<file path="src/rtl/wand_bus_pkg.sv">
// Shared types and constants for the wired-AND line transmitter.
package wand_bus_pkg;

    localparam int unsigned DATA_W_DEF     = 8;
    localparam int unsigned BIT_CYCLES_DEF = 4;

    // Resolved line levels as seen on bus_in.
    localparam logic BUS_RELEASED = 1'b1;
    localparam logic BUS_LOW      = 1'b0;

    typedef enum logic [1:0] {
        ST_IDLE  = 2'd0,
        ST_START = 2'd1,
        ST_DATA  = 2'd2,
        ST_STOP  = 2'd3
    } state_t;

endpackage

</file>
<file path="src/rtl/wand_bus_bit_timer.sv">
// Per-bit cycle counter; sample_tick marks the last cycle of each bit.
module wand_bus_bit_timer #(
    parameter int unsigned BIT_CYCLES = 4
) (
    input  logic clk,
    input  logic rst,
    input  logic clear,
    output logic sample_tick
);

    localparam int unsigned        CNT_W = (BIT_CYCLES > 1) ? $clog2(BIT_CYCLES) : 1;
    localparam logic [CNT_W-1:0]   LAST  = CNT_W'(BIT_CYCLES - 1);

    logic [CNT_W-1:0] r_count;
    logic [CNT_W-1:0] w_count_nxt;
    logic             r_tick;

    // Wrap at LAST so each bit lasts exactly BIT_CYCLES cycles.
    always_comb begin
        w_count_nxt = r_count + CNT_W'(1);
        if (clear || (r_count == LAST)) begin
            w_count_nxt = '0;
        end
    end

    // Tick is registered from the next count so it coincides with count == LAST.
    always_ff @(posedge clk) begin
        if (rst) begin
            r_count <= '0;
            r_tick  <= 1'b0;
        end else begin
            r_count <= w_count_nxt;
            r_tick  <= (w_count_nxt == LAST);
        end
    end

    assign sample_tick = r_tick;

endmodule

</file>
<file path="src/rtl/wand_bus_tx.sv">
// Wired-AND line transmitter: start bit, MSB-first data, stop bit, with
// per-bit read-back for arbitration and line-fault detection.
module wand_bus_tx
    import wand_bus_pkg::*;
#(
    parameter  int unsigned DATA_W     = DATA_W_DEF,
    parameter  int unsigned BIT_CYCLES = BIT_CYCLES_DEF,
    localparam int unsigned IDX_W      = (DATA_W > 1) ? $clog2(DATA_W) : 1
) (
    input  logic              clk,
    input  logic              rst,
    input  logic              start,
    input  logic [DATA_W-1:0] data_in,
    input  logic              bus_in,
    output logic              bus_drive_low,
    output logic              busy,
    output logic              done,
    output logic              arb_lost,
    output logic              bus_err,
    output logic [IDX_W-1:0]  lost_bit
);

    localparam logic [IDX_W-1:0] MSB_IDX = IDX_W'(DATA_W - 1);

    state_t             r_state;
    logic [DATA_W-1:0]  r_shift;
    logic [IDX_W-1:0]   r_bit_idx;
    logic               r_drive_low;
    logic               r_busy;
    logic               r_done;
    logic               r_arb_lost;
    logic               r_bus_err;
    logic [IDX_W-1:0]   r_lost_bit;

    logic               w_sample;
    logic               w_timer_clear;
    logic [DATA_W-1:0]  w_shift_nxt;

    assign w_timer_clear = (r_state == ST_IDLE);
    assign w_shift_nxt   = r_shift << 1;

    wand_bus_bit_timer #(
        .BIT_CYCLES (BIT_CYCLES)
    ) u_bit_timer (
        .clk         (clk),
        .rst         (rst),
        .clear       (w_timer_clear),
        .sample_tick (w_sample)
    );

    always_ff @(posedge clk) begin
        if (rst) begin
            r_state     <= ST_IDLE;
            r_shift     <= '0;
            r_bit_idx   <= '0;
            r_drive_low <= 1'b0;
            r_busy      <= 1'b0;
            r_done      <= 1'b0;
            r_arb_lost  <= 1'b0;
            r_bus_err   <= 1'b0;
            r_lost_bit  <= '0;
        end else begin
            r_done     <= 1'b0;
            r_arb_lost <= 1'b0;
            r_bus_err  <= 1'b0;

            unique case (r_state)
                ST_IDLE: begin
                    r_drive_low <= 1'b0;
                    r_busy      <= 1'b0;
                    // Only join when the line is currently idle (released).
                    if (start && (bus_in == BUS_RELEASED)) begin
                        r_state     <= ST_START;
                        r_shift     <= data_in;
                        r_bit_idx   <= MSB_IDX;
                        r_lost_bit  <= '0;
                        r_drive_low <= 1'b1;
                        r_busy      <= 1'b1;
                    end
                end

                ST_START: begin
                    if (w_sample) begin
                        if (bus_in == BUS_RELEASED) begin
                            r_state     <= ST_IDLE;
                            r_drive_low <= 1'b0;
                            r_busy      <= 1'b0;
                            r_bus_err   <= 1'b1;
                        end else begin
                            r_state     <= ST_DATA;
                            r_bit_idx   <= MSB_IDX;
                            r_drive_low <= ~r_shift[DATA_W-1];
                        end
                    end
                end

                ST_DATA: begin
                    if (w_sample) begin
                        if (!r_drive_low && (bus_in == BUS_LOW)) begin
                            // Released a 1 but someone else holds the line: back off.
                            r_state     <= ST_IDLE;
                            r_drive_low <= 1'b0;
                            r_busy      <= 1'b0;
                            r_arb_lost  <= 1'b1;
                            r_lost_bit  <= r_bit_idx;
                        end else if (r_drive_low && (bus_in == BUS_RELEASED)) begin
                            r_state     <= ST_IDLE;
                            r_drive_low <= 1'b0;
                            r_busy      <= 1'b0;
                            r_bus_err   <= 1'b1;
                        end else if (r_bit_idx == '0) begin
                            r_state     <= ST_STOP;
                            r_drive_low <= 1'b0;
                        end else begin
                            r_shift     <= w_shift_nxt;
                            r_bit_idx   <= r_bit_idx - IDX_W'(1);
                            r_drive_low <= ~w_shift_nxt[DATA_W-1];
                        end
                    end
                end

                ST_STOP: begin
                    if (w_sample) begin
                        r_state     <= ST_IDLE;
                        r_drive_low <= 1'b0;
                        r_busy      <= 1'b0;
                        if (bus_in == BUS_LOW) begin
                            r_bus_err <= 1'b1;
                        end else begin
                            r_done    <= 1'b1;
                        end
                    end
                end

                default: begin
                    r_state     <= ST_IDLE;
                    r_drive_low <= 1'b0;
                    r_busy      <= 1'b0;
                end
            endcase
        end
    end

    assign bus_drive_low = r_drive_low;
    assign busy          = r_busy;
    assign done          = r_done;
    assign arb_lost      = r_arb_lost;
    assign bus_err       = r_bus_err;
    assign lost_bit      = r_lost_bit;

endmodule
</file>
<file path="config.mk">
export PLATFORM = sky130hd
export DESIGN_NAME = wand_bus_tx
export DESIGN_NICKNAME = d
export VERILOG_FILES = /design/src/rtl/wand_bus_pkg.sv /design/src/rtl/wand_bus_bit_timer.sv /design/src/rtl/wand_bus_tx.sv
export SDC_FILE = /design/constraint.sdc
export NUM_CORES = 1
export LEC_CHECK = 0
export CAP_MARGIN = 40
export CORE_MARGIN = 1
export CORE_UTILIZATION = 55
export CTS_BUF_LIST = sky130_fd_sc_hd__clkbuf_8
export DETAILED_ROUTE_END_ITERATION = 12
export PLACE_DENSITY = 0.8
export SLEW_MARGIN = 5
export SYNTH_ARGS = -nofsm -noshare
export SYNTH_HDL_FRONTEND = slang
export SYNTH_SLANG_ARGS = --single-unit
</file>
<file path="constraint.sdc">
create_clock -name clk -period 2.2 [get_ports clk]
set_input_delay 0.55 -clock clk [delete_from_list [all_inputs] [get_ports clk]]
set_output_delay 0.55 -clock clk [all_outputs]
set_load 0.01 [all_outputs]
</file>
Yosys cells after proc, flatten, opt, wreduce, memory -nomap -nowiden
Index checks and enable logic that the tools add are counted.

Input bits: 12. Register bits after elaboration: 24. Output and inout port bits: 8.

Reduce and logical (&&, ||, !) cells: 17. Eq/ne operators: 17. $add $sub $neg: 2. Mux-type cells: 52. Bitwise gates (word level): 6.

Operator list (count): 8-bit two-way mux (5); 3-bit two-way mux (10); 1-bit two-way mux (21); 2-bit two-way mux (9); 8-bit one-hot mux with 2 select lines (1); 2-bit != test (second input constant) (7); 5-bit AND reduction (2); 3-bit one-hot mux with 3 select lines (1); 2-bit == test (second input constant) (4); 1-bit one-hot mux with 4 select lines (2); 2-bit one-hot mux with 4 select lines (1); 8-bit AND reduction (1); 2-bit by 1-bit != test with 1-bit output (second input constant) (3); 1-bit NOT (6); 3-bit one-hot mux with 2 select lines (1); 6-bit AND reduction (1); 4-bit != test (second input constant) (1); 4-bit AND reduction (1); 1-bit logical AND (3); 3-bit logical NOT (1); 3-bit != test (second input constant) (1); 1-bit one-hot mux with 3 select lines (1); 3-bit AND reduction (1); 3-bit nonzero test (1); 9 further kinds (9).

Logic depth before layout (Yosys ltp)
Gate-level depths: netlist of run 1.

Word-level depth: 6. Gate-level depth with buffers: 7. Depth with buffers taken out: 6.

Cells and area by module
From an unflattened synthesis of run 1, not the netlist that was laid out.

Cell total of the unflattened synthesis: 141. Area, all modules: 1307.5 um2.

By module, submodules not included: wand_bus_tx (cells each 134, seq. area each 420.4 um2, times used 1, area each 1196.1 um2); wand_bus_bit_timer (cells each 7, seq. area each 60.1 um2, times used 1, area each 111.4 um2).

Least setup slack after synthesis of run 1
No wires, ideal clock.

Path type: input -> register. From: input port bus_in. To: register r_bit_idx[2]. Setup time: 0.119 ns. Data arrival time: 1.585 ns. Stages: 4. Path slack: 0.496 ns. Required time: 2.081 ns. Cell sequence: ha_1 -> or3_4 -> a21o_1 -> o221a_1.

Longest elaborated chain between the ends: 4. Elaborated cells between the ends (all ways): 9. Those cells by class: 4 x eq/ne; 1 x bitwise; 4 x reduce/logical.

RTL lines: from (decl) (line wand_bus_tx.sv:14) `input logic bus_in,`; 1-bit NOT; 1-bit logical AND (line wand_bus_tx.sv:99) `if (!r_drive_low && (bus_in == BUS_LOW)) begin`; 2-bit != test (no line); 8-bit AND reduction (no line) (*); to (signal assigned) (line wand_bus_tx.sv:116) `r_bit_idx <= r_bit_idx - IDX_W'(1);`; to (decl) (line wand_bus_tx.sv:27) `logic [IDX_W-1:0] r_bit_idx;`.

Mark *: on every way between the ends. The rest lies on a longest branch, timed or not. A chain may end at the register's enable or synchronous reset.

Worst setup path in the final report of run 1
Same ends and word-level chain as after synthesis.

==> results of run 1 <==
critical path, delay by kind of cell:
family,cells,cell delay [ns]
AOI/OAI and AO/OA,2,0.46
and+or+nand+nor,2,0.42
buffers and inverters,2,0.60
adders and majority gates,1,0.20
layer usage:
metal	wire length [um]	global-route usage, %
met5	0	0
met3	71	3.87
met4	55	13.4
met1	1270	29.7
met2	1440	42.3
cells by family (layout without fill, tap and decap cells):
kind of cell    Yosys count  count (layout)  share of synthesized area, %
compound gates           33              33                          17.1
mux                       8               8                          7.55
buf+inv                  18              40                          7.83
simple gates             55              55                          26.6
flops                    24              24                          36.2
fa+ha+maj                 5               5                          4.72
sequential cells by signal (all words and copies together), names as in the netlist:
signal / flops
r_shift: 8
lost_bit: 3
r_bit_idx: 3
r_state: 2
u_bit_timer.r_count: 2
arb_lost: 1
bus_drive_low: 1
bus_err: 1
busy: 1
done: 1
u_bit_timer.sample_tick: 1
synthesized netlist by cell type, types with 2 or more instances:
master and instances:
sky130_fd_sc_hd__a21oi_1 6, sky130_fd_sc_hd__mux2_4 3, sky130_fd_sc_hd__and2_1 2, sky130_fd_sc_hd__dfxtp_1 24, sky130_fd_sc_hd__nor4_1 5, sky130_fd_sc_hd__buf_2 2
sky130_fd_sc_hd__inv_1 6, sky130_fd_sc_hd__nand3b_1 2, sky130_fd_sc_hd__a211oi_1 4, sky130_fd_sc_hd__clkbuf_1 4, sky130_fd_sc_hd__mux2_2 4, sky130_fd_sc_hd__o21ai_1 4
sky130_fd_sc_hd__nand3_1 5, sky130_fd_sc_hd__nor4_2 3, sky130_fd_sc_hd__nand2_1 7, sky130_fd_sc_hd__buf_6 4, sky130_fd_sc_hd__ha_1 5, sky130_fd_sc_hd__o21a_1 2
sky130_fd_sc_hd__nand2b_1 4, sky130_fd_sc_hd__a31oi_1 8, sky130_fd_sc_hd__nor3_1 8, sky130_fd_sc_hd__a21o_1 2, sky130_fd_sc_hd__nor2_1 7
power breakdown:
group	internal, mW	switching (mW)	total, mW
logic	0.0829	0.0819	0.165
clock network	0.160	0.153	0.313
registers	0.458	0.0192	0.477
total	0.701	0.254	0.955
per-stage QoR:
step,total power [mW],hold slack (ns),setup WS (ns),area (um^2),setup TNS [ns]
floorplan,0.593,0.412,0.496,1330,0
global placement,0.642,0.421,-0.122,1550,-0.480
detailed placement,0.649,0.442,-0.157,1550,-0.829
CTS,0.962,0.455,0.141,1600,0
global route,0.991,0.481,0.0293,1600,0
finish,0.955,0.455,0.132,1600,0
worst max path at each step:
stage	startpoint	endpoint	depth (start not counted)
CTS	bus_in	r_bit_idx[2]	7
detailed placement	bus_in	r_bit_idx[2]	7
finish	bus_in	r_bit_idx[2]	7
floorplan	bus_in	r_bit_idx[2]	4
global route	bus_in	r_shift[3]	7
global placement	bus_in	r_bit_idx[2]	7
layout make-up:
type                       count  area (um^2)  area share, %
sequential                    24          480           30.0
timing repair buffer          29          265           16.5
inverter                       7         26.3           1.64
tap                           28         35.0           2.18
clock buffer                   4         55.1           3.43
multi-input combinational    101          742           46.3
==> results.md, run 1 <==
Outcome:
- The run finished with clean final reports.

Yosys:
- The distinct cell type count of the synthesized netlist is 45.
- The share of synthesized flip-flops with an asynchronous set or reset is 0%.
- The area share of the leading cell type in the synthesized netlist is a little over a third.
- After synthesis the netlist holds a flip-flop and latch count of 24.
- In the synthesized netlist, the number of instances is 143.
- The share of the Yosys chip area taken by registers is a little over a third.
- The per-instance average area after synthesis is roughly 9 um^2.
- For this run, the leading register cell type out of synthesis is sky130_fd_sc_hd__dfxtp_1.
- The post-synthesis instance area is between 1000 and 1500 um^2.
- After synthesis, the cell types taking the most area are sky130_fd_sc_hd__dfxtp_1 (36%), sky130_fd_sc_hd__ha_1 (4.7%), sky130_fd_sc_hd__a31oi_1 (3.8%).
- The number of nets handed over by synthesis was 160.
- The number of enable flip-flop cells after synthesis is 0.
- The synthesis warning total is 0.
- The largest total area in the synthesized netlist belongs to sky130_fd_sc_hd__dfxtp_1.

Critical path:
- The setup check on the worst reg-to-reg path leaves a slack of 0.45 ns.
- The endpoint of the worst register-to-register path is r_bit_idx[2].
- Data on the critical path arrives at its endpoint at 2.24 ns.
- By startpoint and endpoint, the worst setup path is classified as in -> reg.
- The largest stage delay on the critical path is about 0.54 ns.
- The required time at the worst-slack endpoint is 2.37 ns.
- The source of the worst register-to-register timing path is r_bit_idx[0].
- The worst setup path is captured at a flip-flop.
- The largest individual stage delay along the critical path comes from the cell sky130_fd_sc_hd__clkdlybuf4s50_1.
- Measured in cells, the most critical reg-to-reg path has a length of 6.
- Traced cell by cell, the critical path runs through clkdlybuf4s50_1 > inv_1 > ha_1 > nand3b_1 > and3_4 > a21o_1 > o221a_1.
- The peak fanout along the critical path is 12.
- The kind of launch point of the worst setup path is a primary input.

Final layout:
- The filler-free cell count of the finished design is between 150 and 200.
- The ratio of cells with drive above 1 in the final layout is 19.4%.
- The library cell used most frequently in the layout, excluding fill and tap cells, is sky130_fd_sc_hd__dfxtp_1.
- The net count of the finished layout is 183.
- At the end of the flow the core is filled with cells to between 70% and 80%.
- The number of diodes is 0.
- The relative area change from synthesis to final layout is 20.9%.
- The library cells used most frequently in the layout, excluding fill and tap cells, are sky130_fd_sc_hd__dfxtp_1 (24), sky130_fd_sc_hd__clkdlybuf4s50_1 (19), sky130_fd_sc_hd__buf_4 (10).
- The count of filler cells inserted in the layout is approximately 180.

Worst hold path:
- The depth of the worst hold-timing path is 1.
- The startpoint of the tightest hold check path is u_bit_timer.r_count[0].
- In this run the worst hold path is classified as reg -> reg.
- The worst hold path terminates at u_bit_timer.r_count[0].

Pwr:
- For this design the ratio of total power to cell area is 595 nW/um^2.
- The static leakage power is approximately 0.62 nW.
- Across the VDD grid, the largest voltage drop is approximately 0.00047 V.

Drt:
- The detail route stage leaves a number of antenna-violating nets equal to 0.
- The total iterations of the first detailed-routing run is 4.
- The average wire per cell in the routed design is 14.7 um.
- The vias per cell is 5.92.
- After detailed routing, the number of remaining DRC violations is 0.
- The detailed router placed 1143 vias in this run.
- For this block, the initial DRC count from the detailed router was 15.
- The final wirelength is around 2.8 mm.

Timing:
- The number of failing setup endpoints in the final timing report is 0.
- The minimum clock period after layout is 2.07 ns.
- The number of slew-limit violations in the final report is 0.
- The setup clock skew after layout is 0.00391 ns.
- The number of endpoints with negative hold slack in the final report is 0.
- The maximum clock frequency is 483 MHz.
- Setup repair after global routing left no endpoint under its margin.
- For the pin with the worst max-slew slack, the measured transition is between 0.5 and 0.6 ns.
- The share of the clock period used by the worst path after layout is 94.0%.
- The worst pin sits at a relative slew slack of 63.2%.

Clocking:
- Counting every sink on the clock net gives 24.
- Gates resized during post-CTS repair numbered 0.
- Clock tree synthesis inserted a total of 3 buffers.
- In this run the number of H-tree levels came out at 1.
- The clock slew at the register clock pins of the worst setup and hold paths is approximately 0.09 ns.
- Buffers added to address setup during post-CTS repair amount to 0.
- The clock passes through at most 2 buffers.
- TritonCTS built the clock tree.
- The number of hold buffers added after CTS was 0.
- The CTS root buffer is sky130_fd_sc_hd__clkbuf_8.
- Clock latency on the worst-skew pair, taken at its later pin, is 0.28 ns.

Die:
- The floorplan die width is approximately 51 um.
- The core area is 2230 um^2.
- The die is 51.1 um tall.
- The I/O pin count is 20.
- The row count is 17.
- The die covers approximately 2600 um^2.
- The starting utilization of the core area is 59.4%.

Global routing:
- The number of antenna violations at the first check in global routing came to 0.
- The number of global-route vias before repair came to 1067.
- The largest net degree at the start of global routing is 17.
- The global-route wire length before repair is 4.76 mm.
- Global routing consumed, over all layers together, 24.9% of the routing resources.
- Summed over all layers, the global routing overflow is 0.

Placement:
- The number of cells after detailed placement is 189.
- The detailed-placement wirelength estimate is 2.02 mm.
- The number of buffers added on ports is 19.
- The routability congestion estimate from global placement is 0.801.

Flow run:
- The count of maximum capacitance violations is 0.
No activity file was read; power rests on OpenSTA's default activity.
==> inputs of run 2 (changes only) <==
--- a/config.mk
+++ b/config.mk
@@ -8,8 +8,8 @@
 export CAP_MARGIN = 40
 export CORE_MARGIN = 1
-export CORE_UTILIZATION = 55
+export CORE_UTILIZATION = 50
 export CTS_BUF_LIST = sky130_fd_sc_hd__clkbuf_8
 export DETAILED_ROUTE_END_ITERATION = 12
-export PLACE_DENSITY = 0.8
+export PLACE_DENSITY = 0.74
 export SLEW_MARGIN = 5
 export SYNTH_ARGS = -nofsm -noshare
==> constraint.sdc (replaced) <==
create_clock -name clk -period 2.2 [get_ports clk]
set_input_delay 0.44 -clock clk [delete_from_list [all_inputs] [get_ports clk]]
set_output_delay 0.44 -clock clk [all_outputs]
set_load 0.01 [all_outputs]
==> results.md, run 2 (same netlist as run 1, synthesis figures left out) <==
Final layout:
- Leaving out fill and tap cells, the most frequent cells in the layout are sky130_fd_sc_hd__dfxtp_1 (24), sky130_fd_sc_hd__clkdlybuf4s50_1 (19), sky130_fd_sc_hd__buf_4 (9).
- The number of diodes came to 0 (unchanged).
- The library cell used most frequently in the layout, excluding fill and tap cells, is sky130_fd_sc_hd__dfxtp_1.
- The flip-flop count of the largest register, all copies and words added is 8 (unchanged).
- The total area of sequential cells is 480 um^2 (unchanged).
- The relative area change from synthesis to final layout is 20.6%.
- The ratio of cells with drive above 1 in the final layout is 18.9% (-0.49 points).
- The number of nets in the layout is 182 (-0.55%).
- The fraction of the core area covered by cells at the end of the flow is 64.0% (-7.9 points).
- The footprint of the multi-input gates was 742 um^2 (unchanged).
- The count of filler cells inserted in the layout is 214 (+16%).
- r_shift holds more flip-flops than any other register.

Timing:
- The worst-case headroom to the max-slew limit is 65.7% (+2.5 points).
- Setup repair after global routing left no endpoint under its margin.
- The number of failing setup endpoints in the final timing report came to 0 (unchanged).
- The maximum clock frequency is 491 MHz (+1.5%).
- The setup clock skew after layout is 0.00539 ns (+0.00148 ns).
- The number of slew-limit violations in the final report is 0 (unchanged).
- The number of endpoints with negative hold slack in the final report is 0 (unchanged).
- The minimum clock period after layout is 2.04 ns (-0.0310 ns).
- The worst hold slack after final layout is 0.442 ns (-0.0134 ns).
- The setup TNS was 0 ns (unchanged).
- The slew of the pin with the lowest slew margin is 0.513 ns (-0.0371 ns).
- The share of the clock period used by the worst path after layout is 92.6% (-1.4 points).

Critical path:
- The required time at the worst-slack endpoint is 2.37 ns (about the same).
- The arrival time at the worst endpoint was 2.21 ns (-0.03 ns).
- The type of destination of the critical path is a flip-flop.
- The peak fanout along the critical path came to 12 (unchanged).
- The setup path with the least slack is of type in -> reg.
- The kind of launch point of the worst setup path is a primary input.

Clocking:
- The latest clock arrival within the worst-skew pair was 0.27 ns (about the same).
- The total CTS buffers is 3 (unchanged).
- The maximum buffer depth of the clock tree is 2 (unchanged).
- The number of post-CTS setup repair buffers was 0 (unchanged).
- The count of hold-fix buffers inserted at cts is 0 (unchanged).
- The number of H-tree levels was 1 (unchanged).
- The quantity of gates resized following cts came to 0 (unchanged).
- The total clock sinks is 24 (unchanged).
- The clock slew at the register clock pins of the worst setup and hold paths is 0.09 ns (about the same).
- Clock tree synthesis selected as its root buffer the cell sky130_fd_sc_hd__clkbuf_8.
- TritonCTS built the clock tree.

Die:
- The floorplan die width came to 53.5 um (+4.7%).
- The I/O pin count is 20 (unchanged).
- The starting utilization of the core area is 53.1% (-6.3 points).
- The core area is 2500 um^2 (+12%).
- The die outline height was 53.5 um (+4.7%).
- The row count is 18 (+1).
- The total die area is 2860 um^2 (+9.6%).

Flow run:
- The count of maximum capacitance violations is 0 (unchanged).

Global routing:
- The number of antenna violations at the first check in global routing is 0 (unchanged).
- The overall track demand over capacity in global routing is 23.5% (-1.4 points).
- The total global routing overflow is 0 (unchanged).
- The number of global-route vias before repair is 1114 (+4.4%).
- The global-route wire length before repair came to 4.84 mm (+1.6%).
- The largest net degree at the start of global routing is 17 (unchanged).

Drt:
- The total vias in the final route was 1154 (+0.96%).
- The total iterations of the first detailed-routing run is 4 (unchanged).
- The number of design rule violations left after detail routing is 0 (unchanged).
- The violation count after the first detailed-routing iteration is 20 (+5).
- The average wire per cell in the routed design is 15.3 um (+4.5%).
- The remaining antenna violation count is 0 (unchanged).
- The final wirelength was 2.98 mm (+5.0%).
- The vias per cell is 5.95 (+0.44%).

Worst hold path:
- In this run the worst hold path is classified as reg -> reg.

Placement:
- The detailed-placement wirelength estimate is 2.10 mm (+4.1%).
- The number of buffers added on ports is 19 (unchanged).
- The routability congestion estimate from global placement was 0.787 (-1.8%).

Outcome:
- The flow ran to the end, and the final reports show no timing, DRC or antenna violations.

Pwr:
- The total power per unit cell area came to 595 nW/um^2 (about the same).
- The power consumption is 0.952 mW (-0.35%).
- The static leakage power is 0.611 nW (-0.91%).
- The worst supply voltage drop on vdd came to 0.000441 V (-6.9%).
[run 2: cell count changes in the layout (fill, tap and decap cells not counted), sizes merged]
cell	change
buf	-1
[run 2: final cells by class]
class	instances	share of cell area [%]
tap	30	2.35
inverter	7	1.64
sequential	24	30.0
clock buffer	4	3.44
multi-input combinational	101	46.4
timing repair buffer	28	16.1
[run 2: critical path, cell delays in order]
cell and delay (ns):
sky130_fd_sc_hd__clkdlybuf4s50_1 0.57, sky130_fd_sc_hd__inv_1 0.08, sky130_fd_sc_hd__ha_1 0.22, sky130_fd_sc_hd__nand3b_1 0.18
sky130_fd_sc_hd__and3_4 0.26, sky130_fd_sc_hd__a21o_1 0.19, sky130_fd_sc_hd__o221a_1 0.27
[run 2: path summary, 6_finish.rpt]
kind                                              from                     end  slack, ns  depth (start not counted)
worst max-delay path                            bus_in            r_bit_idx[2]       0.16                          7
worst min-delay path            u_bit_timer.r_count[0]  u_bit_timer.r_count[0]       0.44                          1
worst min register to register  u_bit_timer.r_count[0]  u_bit_timer.r_count[0]       0.44                          1
worst max register to register            r_bit_idx[0]            r_bit_idx[2]       0.38                          6
[run 2: metrics by stage]
stage               area (um^2)  worst slack [ns]  std cells
global route               1600            0.0912        194
CTS                        1600             0.170        194
floorplan                  1330             0.590        143
global placement           1540           -0.0227        190
detailed placement         1540           -0.0810        190
finish                     1600             0.163        194
[run 2: metal layers]
layer	track usage (%)	routed length [um]
met3	4.31	76
met2	37.5	1470
met5	0	0
met1	29.3	1370
met4	13.6	54
[run 2: power by group]
part / leakage [nW] / switching (mW) / internal [mW]
combinational: 0.386 / 0.0834 / 0.0824
sequential: 0.197 / 0.0205 / 0.458
clock: 0.0288 / 0.147 / 0.160
==> inputs of run 3 (changes only) <==
- REMOVE_ABC_BUFFERS: default -> 1
==> results.md, run 3 (same netlist as run 1, synthesis figures left out) <==
Outcome:
- The flow ran to the end, and the final reports show no timing, DRC or antenna violations.

Critical path:
- Traced cell by cell, the critical path runs through clkdlybuf4s50_1 > inv_1 > ha_1 > nand3b_1 > and3_4 > a21o_1 > o221a_1.
- The type of destination of the critical path is a flip-flop.
- The peak fanout along the critical path is 12 (unchanged).
- The arrival time at the worst endpoint is 2.14 ns (-0.07 ns).
- The required time at the worst-slack endpoint is 2.37 ns (about the same).
- The critical path in this run is classified as in -> reg.
- The kind of launch point of the worst setup path is a primary input.
- The cell type of the slowest stage on the worst timing path is sky130_fd_sc_hd__clkdlybuf4s50_1.
- The largest stage delay on the critical path was 0.53 ns (-0.04 ns).

Placement:
- The instance area after placement came to 1530 um^2 (-0.97%).
- The number of buffers added on ports came to 19 (unchanged).
- The number of cells after detailed placement is 188 (-1.1%).
- The detailed-placement wirelength estimate was 1.98 mm (-5.6%).
- The worst setup timing slack at the placement stage was -0.0509 ns (+0.0301 ns).
- The routability congestion estimate from global placement is 0.733 (-6.8%).

Clocking:
- The number of H-tree levels is 1 (unchanged).
- The clock slew at the register clock pins of the worst setup and hold paths is 0.09 ns (about the same).
- The total clock sinks is 24 (unchanged).
- The quantity of gates resized following cts is 0 (unchanged).
- The clock tree from TritonCTS is yes.
- The maximum buffer depth of the clock tree is 2 (unchanged).
- The latest clock arrival within the worst-skew pair is 0.27 ns (about the same).
- The CTS root buffer is sky130_fd_sc_hd__clkbuf_8.
- The total CTS buffers is 3 (unchanged).
- The number of post-CTS setup repair buffers was 0 (unchanged).
- The count of hold-fix buffers inserted at cts is 0 (unchanged).

Global routing:
- The total global routing overflow came to 0 (unchanged).
- The global-route wire length before repair was 4.80 mm (-0.70%).
- The number of antenna violations at the first check in global routing came to 0 (unchanged).
- The number of global-route vias before repair is 1130 (+1.4%).
- The overall track demand over capacity in global routing was 23.2% (-0.28 points).
- The largest net degree at the start of global routing is 17 (unchanged).

Final layout:
- The relative area change from synthesis to final layout is 20.7% (about the same).
- The fraction of the core area covered by cells at the end of the flow is 64.0% (about the same).
- Leaving out fill and tap cells, the most frequent cell in the layout is sky130_fd_sc_hd__dfxtp_1.
- In the layout the commonest cells are sky130_fd_sc_hd__dfxtp_1 (24), sky130_fd_sc_hd__clkdlybuf4s50_1 (19), sky130_fd_sc_hd__a31oi_1 (8), sky130_fd_sc_hd__nor3_1 (8).
- The number of nets in the layout is 180 (-1.1%).
- Ranked by flip-flop count, first place goes to r_shift.
- The number of diodes is 0 (unchanged).
- The ratio of cells with drive above 1 in the final layout is 17.9% (-1.0 points).
- The flip-flop count of the largest register, all copies and words added is 8 (unchanged).
- The filler-free cell count of the finished design came to 192 (-1.0%).
- The final instance area is 1600 um^2 (about the same).

Timing:
- The worst-case headroom to the max-slew limit is 62.4% (-3.4 points).
- The number of endpoints with negative hold slack in the final report is 0 (unchanged).
- The final setup slack of the worst path is 0.225 ns (+0.0621 ns).
- The slew of the pin with the lowest slew margin came to 0.564 ns (+0.0503 ns).
- The share of the clock period used by the worst path after layout is 89.8% (-2.8 points).
- The minimum clock period after layout is 1.98 ns (-0.0621 ns).
- The setup TNS is 0 ns (unchanged).
- The number of slew-limit violations in the final report is 0 (unchanged).
- Setup repair after global routing left no endpoint under its margin.
- The number of failing setup endpoints in the final timing report was 0 (unchanged).
- The maximum clock frequency is 506 MHz (+3.1%).
- The setup clock skew after layout is 0.00946 ns (+0.00407 ns).

Drt:
- The violation count after the first detailed-routing iteration is 13 (-35%).
- The total iterations of the first detailed-routing run is 5 (+1).
- The number of design rule violations left after detail routing is 0 (unchanged).
- The average wire per cell in the routed design is 14.6 um (-4.8%).
- The final wirelength came to 2.80 mm (-5.7%).
- The total vias in the final route is 1152 (-0.17%).
- The remaining antenna violation count came to 0 (unchanged).
- The vias per cell is 6.00 (+0.87%).

Pwr:
- The static leakage power is 0.608 nW (-0.44%).
- The worst supply voltage drop on vdd was 0.000452 V (+2.5%).
- The total power per unit cell area is 641 nW/um^2 (+7.6%).

Die:
- The I/O pin count is 20 (unchanged).
- The row count came to 18 (unchanged).
- The core area came to 2500 um^2 (unchanged).
- The floorplan die width is 53.5 um (unchanged).
- The total die area was 2860 um^2 (unchanged).
- The starting utilization of the core area is 53.1% (unchanged).
- The die outline height came to 53.5 um (unchanged).

Worst hold path:
- The class of the worst hold path is reg -> reg.

Flow run:
- The count of maximum capacitance violations is 0 (unchanged).
run 3: path summary, 6_finish.rpt:
check        slack, ns                     end  cells after the start              startpoint
max               0.22            r_bit_idx[2]                      7                  bus_in
min               0.45  u_bit_timer.r_count[0]                      1  u_bit_timer.r_count[0]
min reg2reg       0.45  u_bit_timer.r_count[0]                      1  u_bit_timer.r_count[0]
max reg2reg       0.43            r_bit_idx[2]                      6            r_bit_idx[0]
run 3: cell type report:
class	count	area [um^2]
flip-flops and latches	24	480
fillers	211	900
clock inverters	1	30.0
well taps	30	37.5
repair buffers	26	243
inverters	7	26.3
multi-input cells	101	742
clock buffers	3	41.3
run 3: per-layer routing:
layer | track usage, % | part of all wire (%)
met1 | 28.2 | 44
met2 | 39.2 | 50
met3 | 3.45 | 4.5
met4 | 12.3 | 1.1
met5 | 0 | 0
run 3: metrics by stage:
step / total power, mW / hold WS (ns)
detailed placement: 0.645 / 0.442
global route: 1.07 / 0.493
floorplan: 0.582 / 0.412
CTS: 1.03 / 0.453
global placement: 0.638 / 0.421
finish: 1.03 / 0.448
run 3: report_power, final:
group	total [mW]	internal (mW)	switching, mW
clock	0.388	0.243	0.145
combinational	0.159	0.0799	0.0796
sequential	0.478	0.458	0.0198
total	1.03	0.781	0.244
run 3: worst max-delay path: cells and delay by family:
| family | cells | cell delay [ns] |
|---|---|---|
| compound gates | 2 | 0.46 |
| fa+ha+maj | 1 | 0.21 |
| buf+inv | 2 | 0.59 |
| simple gates | 2 | 0.44 |
